==> config.mk <==
export PLATFORM = sky130hd
export DESIGN_NAME = apb_mem_slave
export DESIGN_NICKNAME = d
export VERILOG_FILES = /design/src/rtl/apb_pkg.sv /design/src/rtl/apb_slv_regfile.sv /design/src/rtl/apb_mem_slave.sv
export SDC_FILE = /design/constraint.sdc
export NUM_CORES = 2
export LEC_CHECK = 0
export CAP_MARGIN = 20
export CORE_ASPECT_RATIO = 0.6
export CORE_MARGIN = 4
export CORE_UTILIZATION = 50
export CTS_BUF_LIST = sky130_fd_sc_hd__clkbuf_4 sky130_fd_sc_hd__clkbuf_8
export DETAILED_ROUTE_END_ITERATION = 16
export HOLD_SLACK_MARGIN = 0.05
export PLACE_DENSITY_LB_ADDON = 0.08
export SETUP_SLACK_MARGIN = 0.2
export SKIP_CTS_REPAIR_TIMING = 1
export SLEW_MARGIN = 25
export SYNTH_ARGS = -nofsm -noshare
export SYNTH_HDL_FRONTEND = slang
export SYNTH_SLANG_ARGS = --single-unit
==> constraint.sdc <==
create_clock -name clk -period 85.4 [get_ports clk]
set_input_delay 25.62 -clock clk [delete_from_list [all_inputs] [get_ports clk]]
set_output_delay 25.62 -clock clk [all_outputs]
set_load 0.05 [all_outputs]
==> src/rtl/apb_pkg.sv <==
// Shared APB definitions for the completer side of the bus.
//   - apb_state_e : completer FSM state (IDLE, ACCESS)
//   - APB_ADDR_W / APB_DATA_W : default in-region address and data widths
//   - ERR_* : latched error reasons; any non-zero reason raises PSLVERR on completion
//   - cnt_width() : wait-state counter width, never narrower than one bit
package apb_pkg;

  localparam int unsigned APB_ADDR_W = 8;
  localparam int unsigned APB_DATA_W = 8;

  typedef enum logic {
    IDLE,
    ACCESS
  } apb_state_e;

  localparam logic [1:0] ERR_NONE  = 2'b00;
  localparam logic [1:0] ERR_RANGE = 2'b01;
  localparam logic [1:0] ERR_PROT  = 2'b10;

  function automatic int unsigned cnt_width(input int unsigned wait_cycles);
    return (wait_cycles == 0) ? 1 : $clog2(wait_cycles + 1);
  endfunction

endpackage

==> src/rtl/apb_slv_regfile.sv <==
// Byte register file behind the APB completer.
// Ports:
//   clk, rst           : clock, asynchronous active-high reset (clears every byte and rd_data)
//   wr_en/addr/data    : synchronous write port
//   rd_en/addr/zero    : registered read; rd_zero forces the captured value to 0
//   rd_data            : registered read data, holds between reads
module apb_slv_regfile #(
  parameter int unsigned ADDR_W = 8,
  parameter int unsigned DATA_W = 8,
  parameter int unsigned DEPTH  = 256
) (
  input  logic              clk,
  input  logic              rst,
  input  logic              wr_en,
  input  logic [ADDR_W-1:0] wr_addr,
  input  logic [DATA_W-1:0] wr_data,
  input  logic              rd_en,
  input  logic              rd_zero,
  input  logic [ADDR_W-1:0] rd_addr,
  output logic [DATA_W-1:0] rd_data
);

  logic [DATA_W-1:0] mem_q [DEPTH];
  logic [DATA_W-1:0] rd_data_q;

  always_ff @(posedge clk or posedge rst) begin
    if (rst) begin
      for (int i = 0; i < int'(DEPTH); i++) begin
        mem_q[i] <= '0;
      end
    end else if (wr_en) begin
      mem_q[wr_addr] <= wr_data;
    end
  end

  // Out-of-range reads never index the array: rd_zero masks them.
  always_ff @(posedge clk or posedge rst) begin
    if (rst) begin
      rd_data_q <= '0;
    end else if (rd_en) begin
      rd_data_q <= rd_zero ? '0 : mem_q[rd_addr];
    end
  end

  assign rd_data = rd_data_q;

endmodule

==> src/rtl/apb_mem_slave.sv <==
// APB completer backed by a byte register file, with programmable wait states.
// Ports:
//   clk, rst        : clock, asynchronous active-high reset
//   PSEL, PENABLE   : APB select / access-phase strobe
//   PWRITE, PADDR,
//   PWDATA          : transfer attributes, sampled only in the setup phase
//   PREADY          : high for the completion cycle of the access phase
//   PRDATA          : read data, registered at setup, holds between transfers
//   PSLVERR         : error response, only ever high together with PREADY
// Build option: define APB_MEM_SLAVE_WRITE_PROT_EN to make RO_BASE..DEPTH-1 read-only;
// writes there complete with PSLVERR and leave memory untouched.
module apb_mem_slave
  import apb_pkg::*;
#(
  parameter int unsigned ADDR_W      = APB_ADDR_W,
  parameter int unsigned DATA_W      = APB_DATA_W,
  parameter int unsigned DEPTH       = 256,
  parameter int unsigned WAIT_CYCLES = 2,
  parameter int unsigned RO_BASE     = 224
) (
  input  logic              clk,
  input  logic              rst,
  input  logic              PSEL,
  input  logic              PENABLE,
  input  logic              PWRITE,
  input  logic [ADDR_W-1:0] PADDR,
  input  logic [DATA_W-1:0] PWDATA,
  output logic              PREADY,
  output logic [DATA_W-1:0] PRDATA,
  output logic              PSLVERR
);

  localparam int unsigned     CntW    = cnt_width(WAIT_CYCLES);
  localparam logic [CntW-1:0] CntLoad = CntW'(WAIT_CYCLES);

  if (DEPTH == 0 || DEPTH > 2**ADDR_W || RO_BASE > 2**ADDR_W) begin : g_bad_cfg
    $error("apb_mem_slave: DEPTH/RO_BASE outside the address space");
  end

  apb_state_e        state_q, state_d;
  logic [CntW-1:0]   cnt_q, cnt_d;
  logic              wr_q, wr_d;
  logic [ADDR_W-1:0] addr_q, addr_d;
  logic [DATA_W-1:0] wdata_q, wdata_d;
  logic [1:0]        err_q, err_d;
  logic [1:0]        err_rsn;
  logic              setup;
  logic              rd_en;
  logic              mem_we;

  // Error reason for the transfer presented in the setup phase.
  always_comb begin
    err_rsn = ERR_NONE;
    if (32'(PADDR) >= DEPTH) begin
      err_rsn = ERR_RANGE;
    end
`ifdef APB_MEM_SLAVE_WRITE_PROT_EN
    else if (PWRITE && 32'(PADDR) >= RO_BASE) begin
      err_rsn = ERR_PROT;
    end
`endif
  end

  assign setup = PSEL && !PENABLE;

  always_comb begin
    state_d = state_q;
    cnt_d   = cnt_q;
    wr_d    = wr_q;
    addr_d  = addr_q;
    wdata_d = wdata_q;
    err_d   = err_q;
    rd_en   = 1'b0;
    mem_we  = 1'b0;
    unique case (state_q)
      IDLE: begin
        // PENABLE without a preceding setup phase is ignored.
        if (setup) begin
          wr_d    = PWRITE;
          addr_d  = PADDR;
          wdata_d = PWDATA;
          err_d   = err_rsn;
          cnt_d   = CntLoad;
          rd_en   = !PWRITE;
          state_d = ACCESS;
        end
      end
      ACCESS: begin
        if (!PSEL) begin
          // Aborted transfer: nothing is committed.
          state_d = IDLE;
        end else if (PENABLE) begin
          if (cnt_q != '0) begin
            cnt_d = cnt_q - CntW'(1);
          end else begin
            mem_we  = wr_q && (err_q == ERR_NONE);
            state_d = IDLE;
          end
        end
      end
      default: state_d = IDLE;
    endcase
  end

  always_ff @(posedge clk or posedge rst) begin
    if (rst) begin
      state_q <= IDLE;
      cnt_q   <= '0;
      wr_q    <= 1'b0;
      addr_q  <= '0;
      wdata_q <= '0;
      err_q   <= ERR_NONE;
    end else begin
      state_q <= state_d;
      cnt_q   <= cnt_d;
      wr_q    <= wr_d;
      addr_q  <= addr_d;
      wdata_q <= wdata_d;
      err_q   <= err_d;
    end
  end

  // Moore outputs: decoded from registered state only.
  assign PREADY  = (state_q == ACCESS) && (cnt_q == '0);
  assign PSLVERR = PREADY && (err_q != ERR_NONE);

  apb_slv_regfile #(
    .ADDR_W (ADDR_W),
    .DATA_W (DATA_W),
    .DEPTH  (DEPTH)
  ) u_regfile (
    .clk     (clk),
    .rst     (rst),
    .wr_en   (mem_we),
    .wr_addr (addr_q),
    .wr_data (wdata_q),
    .rd_en   (rd_en),
    .rd_zero (err_rsn == ERR_RANGE),
    .rd_addr (PADDR),
    .rd_data (PRDATA)
  );

endmodule

==> flow_summary.ini <==
[clocking]
ctsHtreeMaxLevel = 5
clkTransAtPathRegs_ns = 0.07
clock_sinks = 2076
cts_root_buf = clkbuf_8
tritoncts = built
cts-root-to-sink-buffers = 4
worstSkewPairLatency_ns = 0.96
num_cts_buffers = 319

[logic_synthesis]
synthesis.area_um2 = 95100
postSynthRegisterBits = 2076
synth_sequential_area_ratio = 0.546
post_synth_inst_count = 6213
average_cell_area_after_synthesis_um2 = 15.3
synth_cell_types = 68
yosys_most_used_dff = dfrtp_1
postSynth.asyncResetShare = 1.00
synth_warnings = 0
synth_enable_flop_cells = 0
syn_nets = 6235

[grt]
first_global_vias = 58800
grt_overflow = 0
grt_start_max_net_pins = 181
wire_length_of_the_first_global_routing_pass_um = 433000
globalRouteMet1Util = 0.477
met3_usage = 0.0939
grt.met2_usage = 0.387
busiest_metal_layer_after_global_routing = met1
groute.usage.overall = 0.299
number_of_antenna_violations_at_the_first_check_in_global_routing = 11

[cells_and_area]
mostFrequentLayoutCells = mux2_2, dfrtp_1, mux4_2
finish.net_count = 6274
fill_cells = 15200
finalInstanceArea_um2 = 104000
area.growth.synth_to_final_pct = 9.81
drive_gt1_frac = 0.523

[power_and_ir_drop]
power_frac_comb = 0.087
power_density_nw_per_um2 = 19.9
net_switching_share_of_the_total_power = 0.274
power_report.internal_total_mw = 1.51
vdd.ir_drop.worst_uv = 12.8
power_frac_clock = 0.425
seq_power_share = 0.488
leakage_component_of_the_power_nw = 50.2
report.power.total_mw = 2.08
net-switching-power_uw = 569

[timing]
rsz0062_at_grt = no
count_of_pins_over_their_slew_limit = 0
postLayoutSetupSlackWorst_ns = 54.50
finalClockSkew_ns = 0.0621
setup_viol = 0
max_freq_ghz = 0.0324
worst_pin_slew_ns = 1.22
max-slew-margin-rel = 0.179
hold_violations = 0
period_minus_slack_ns = 30.90
tns_ns = 0
period_share = 0.362

[route]
avgViaCountPerCell = 6.41
detail_route.wirelength_um = 294000
detail_route.iter0.violations = 5305
detail_route.drc_violations = 0
first_pass_iteration_count_of_the_detailed_router = 5
final_antenna_net_count = 0
routedWlPerCell_um = 32.7
detailroute.via_count = 57600

[placed_design]
buffer_ports.inserted = 29
gpl_congestion = 0.886
dpl-instance-area_um2 = 97600
dp_hpwl_um = 188000
detailedPlace.worstSlack_ns = 53.41

[floorplan]
core_um2 = 188000
die_y_um = 346
die_width_um = 571
fp-row-count = 123
floorplan.initialDensity = 0.506
io-pin-count = 31
die_area_um2 = 198000

[setup_path]
critical_setup_path_kind = primary input to flop
cp_max_fo = 99
cp.required_ns = 86.23
end_kind = flop
crit_path_start_kind = primary input
critical_path_arrival_ns = 31.73

[status]
run_status = finished, final reports clean

[flow_run]
maxCapViolCount = 0

[min_path]
min-delay-path-class = flop to flop
worst max-delay path, cell delays in order:
cell	delay, ns
buf_8	0.52
buf_4	0.69
buf_4	0.76
buf_12	0.59
buf_4	0.80
mux4_2	0.60
a21oi_1	0.19
nor3_1	0.07
a311oi_1	0.64
o21ai_0	0.46
a221o_1	0.39
registers in the layout, indices dropped and copies added (netlist names):
name / count
cnt_q: 2
state_q: 1
u_regfile.rd_data: 8
wr_q: 1
addr_q: 8
u_regfile.mem_q: 2048
wdata_q: 8
kinds of logic after synthesis:
kind of cell | count (synthesis) | share of synthesized area
muxes | 2691 | 0.368
DFF | 2076 | 0.546
and+or+nand+nor | 593 | 0.0322
buffers and inverters | 472 | 0.0256
AOI/OAI and AO/OA | 379 | 0.0282
adders and majority gates | 1 | 0.000131
other | 1 | 0.0000394
layer usage:
layer	part of all wire	vias to the layer above
met5	0.00063	-
met4	0.028	8
met3	0.096	468
met2	0.40	2208
met1	0.48	31500
li1	-	23400
synth_stat cells (9+ instances only):
master	number	area, um2
o22ai_1	53	332
nand4_1	15	93.8
mux2i_1	191	1910
nor2b_1	15	93.8
nor2_1	108	405
buf_6	37	417
dfrtp_1	2076	51900
nor3_1	25	125
a21oi_1	66	330
mux4_1	19	499
a211oi_1	10	75.1
nand2_2	9	56.3
nor2_4	30	338
nor4_1	9	56.3
o21ai_0	35	175
a22oi_1	82	616
buf_2	64	320
mux2_2	2068	23300
mux4_2	412	9280
nand2_1	185	694
a31oi_1	10	62.6
and2_1	9	56.3
a221oi_1	24	210
nor2_2	88	551
o221ai_1	42	368
buf_4	29	218
clkbuf_1	307	1150
nand3_1	54	270
nand2b_1	11	68.8
buf_1	13	48.8
power by group through the flow:
stage | clock network, mW | registers (mW) | logic (mW)
3_5_place_dp | 0 | 1.03 | 0.177
3_3_place_gp | 0 | 1.03 | 0.176
5_1_grt | 0.945 | 1.01 | 0.189
2_1_floorplan | 0 | 1.02 | 0.110
6_report | 0.882 | 1.01 | 0.180
4_1_cts | 0.899 | 1.01 | 0.178
path summary, 6_finish.rpt:
path | startpoint | endpoint | slack (ns) | depth (start not counted)
min reg2reg | u_regfile.mem_q[1754] | u_regfile.mem_q[1754] | 0.50 | 1
max reg2reg | cnt_q[0] | u_regfile.mem_q[897] | 81.54 | 9
max | PADDR[0] | u_regfile.rd_data[4] | 54.50 | 11
min | u_regfile.mem_q[1754] | u_regfile.mem_q[1754] | 0.50 | 1
min in group asynchronous | rst | u_regfile.mem_q[1989] | 25.17 | 2
max in group asynchronous | rst | u_regfile.mem_q[556] | 54.66 | 9
per-stage QoR:
stage | hold slack (ns) | instances | utilization
after floorplan | 0.470 | 6213 | -
after global placement | 0.479 | 8424 | 0.518
after detailed placement | 0.487 | 8426 | 0.519
after CTS | 0.501 | 8975 | 0.554
after global routing | 0.504 | 8981 | 0.555
final | 0.499 | 8984 | 0.555
final cells by class:
| class | count | area (um2) | area share |
|---|---|---|---|
| flip-flops and latches | 2076 | 52000 | 0.498 |
| multi-input cells | 3665 | 41000 | 0.392 |
| clock buffers | 509 | 6350 | 0.0608 |
| well taps | 2500 | 3130 | 0.0299 |
| repair buffers | 182 | 1660 | 0.0159 |
| clock inverters | 40 | 323 | 0.00309 |
| inverters | 8 | 40.0 | 0.000383 |
| diodes | 4 | 10.0 | 0.0000958 |
No activity file was read; power rests on OpenSTA's default activity.
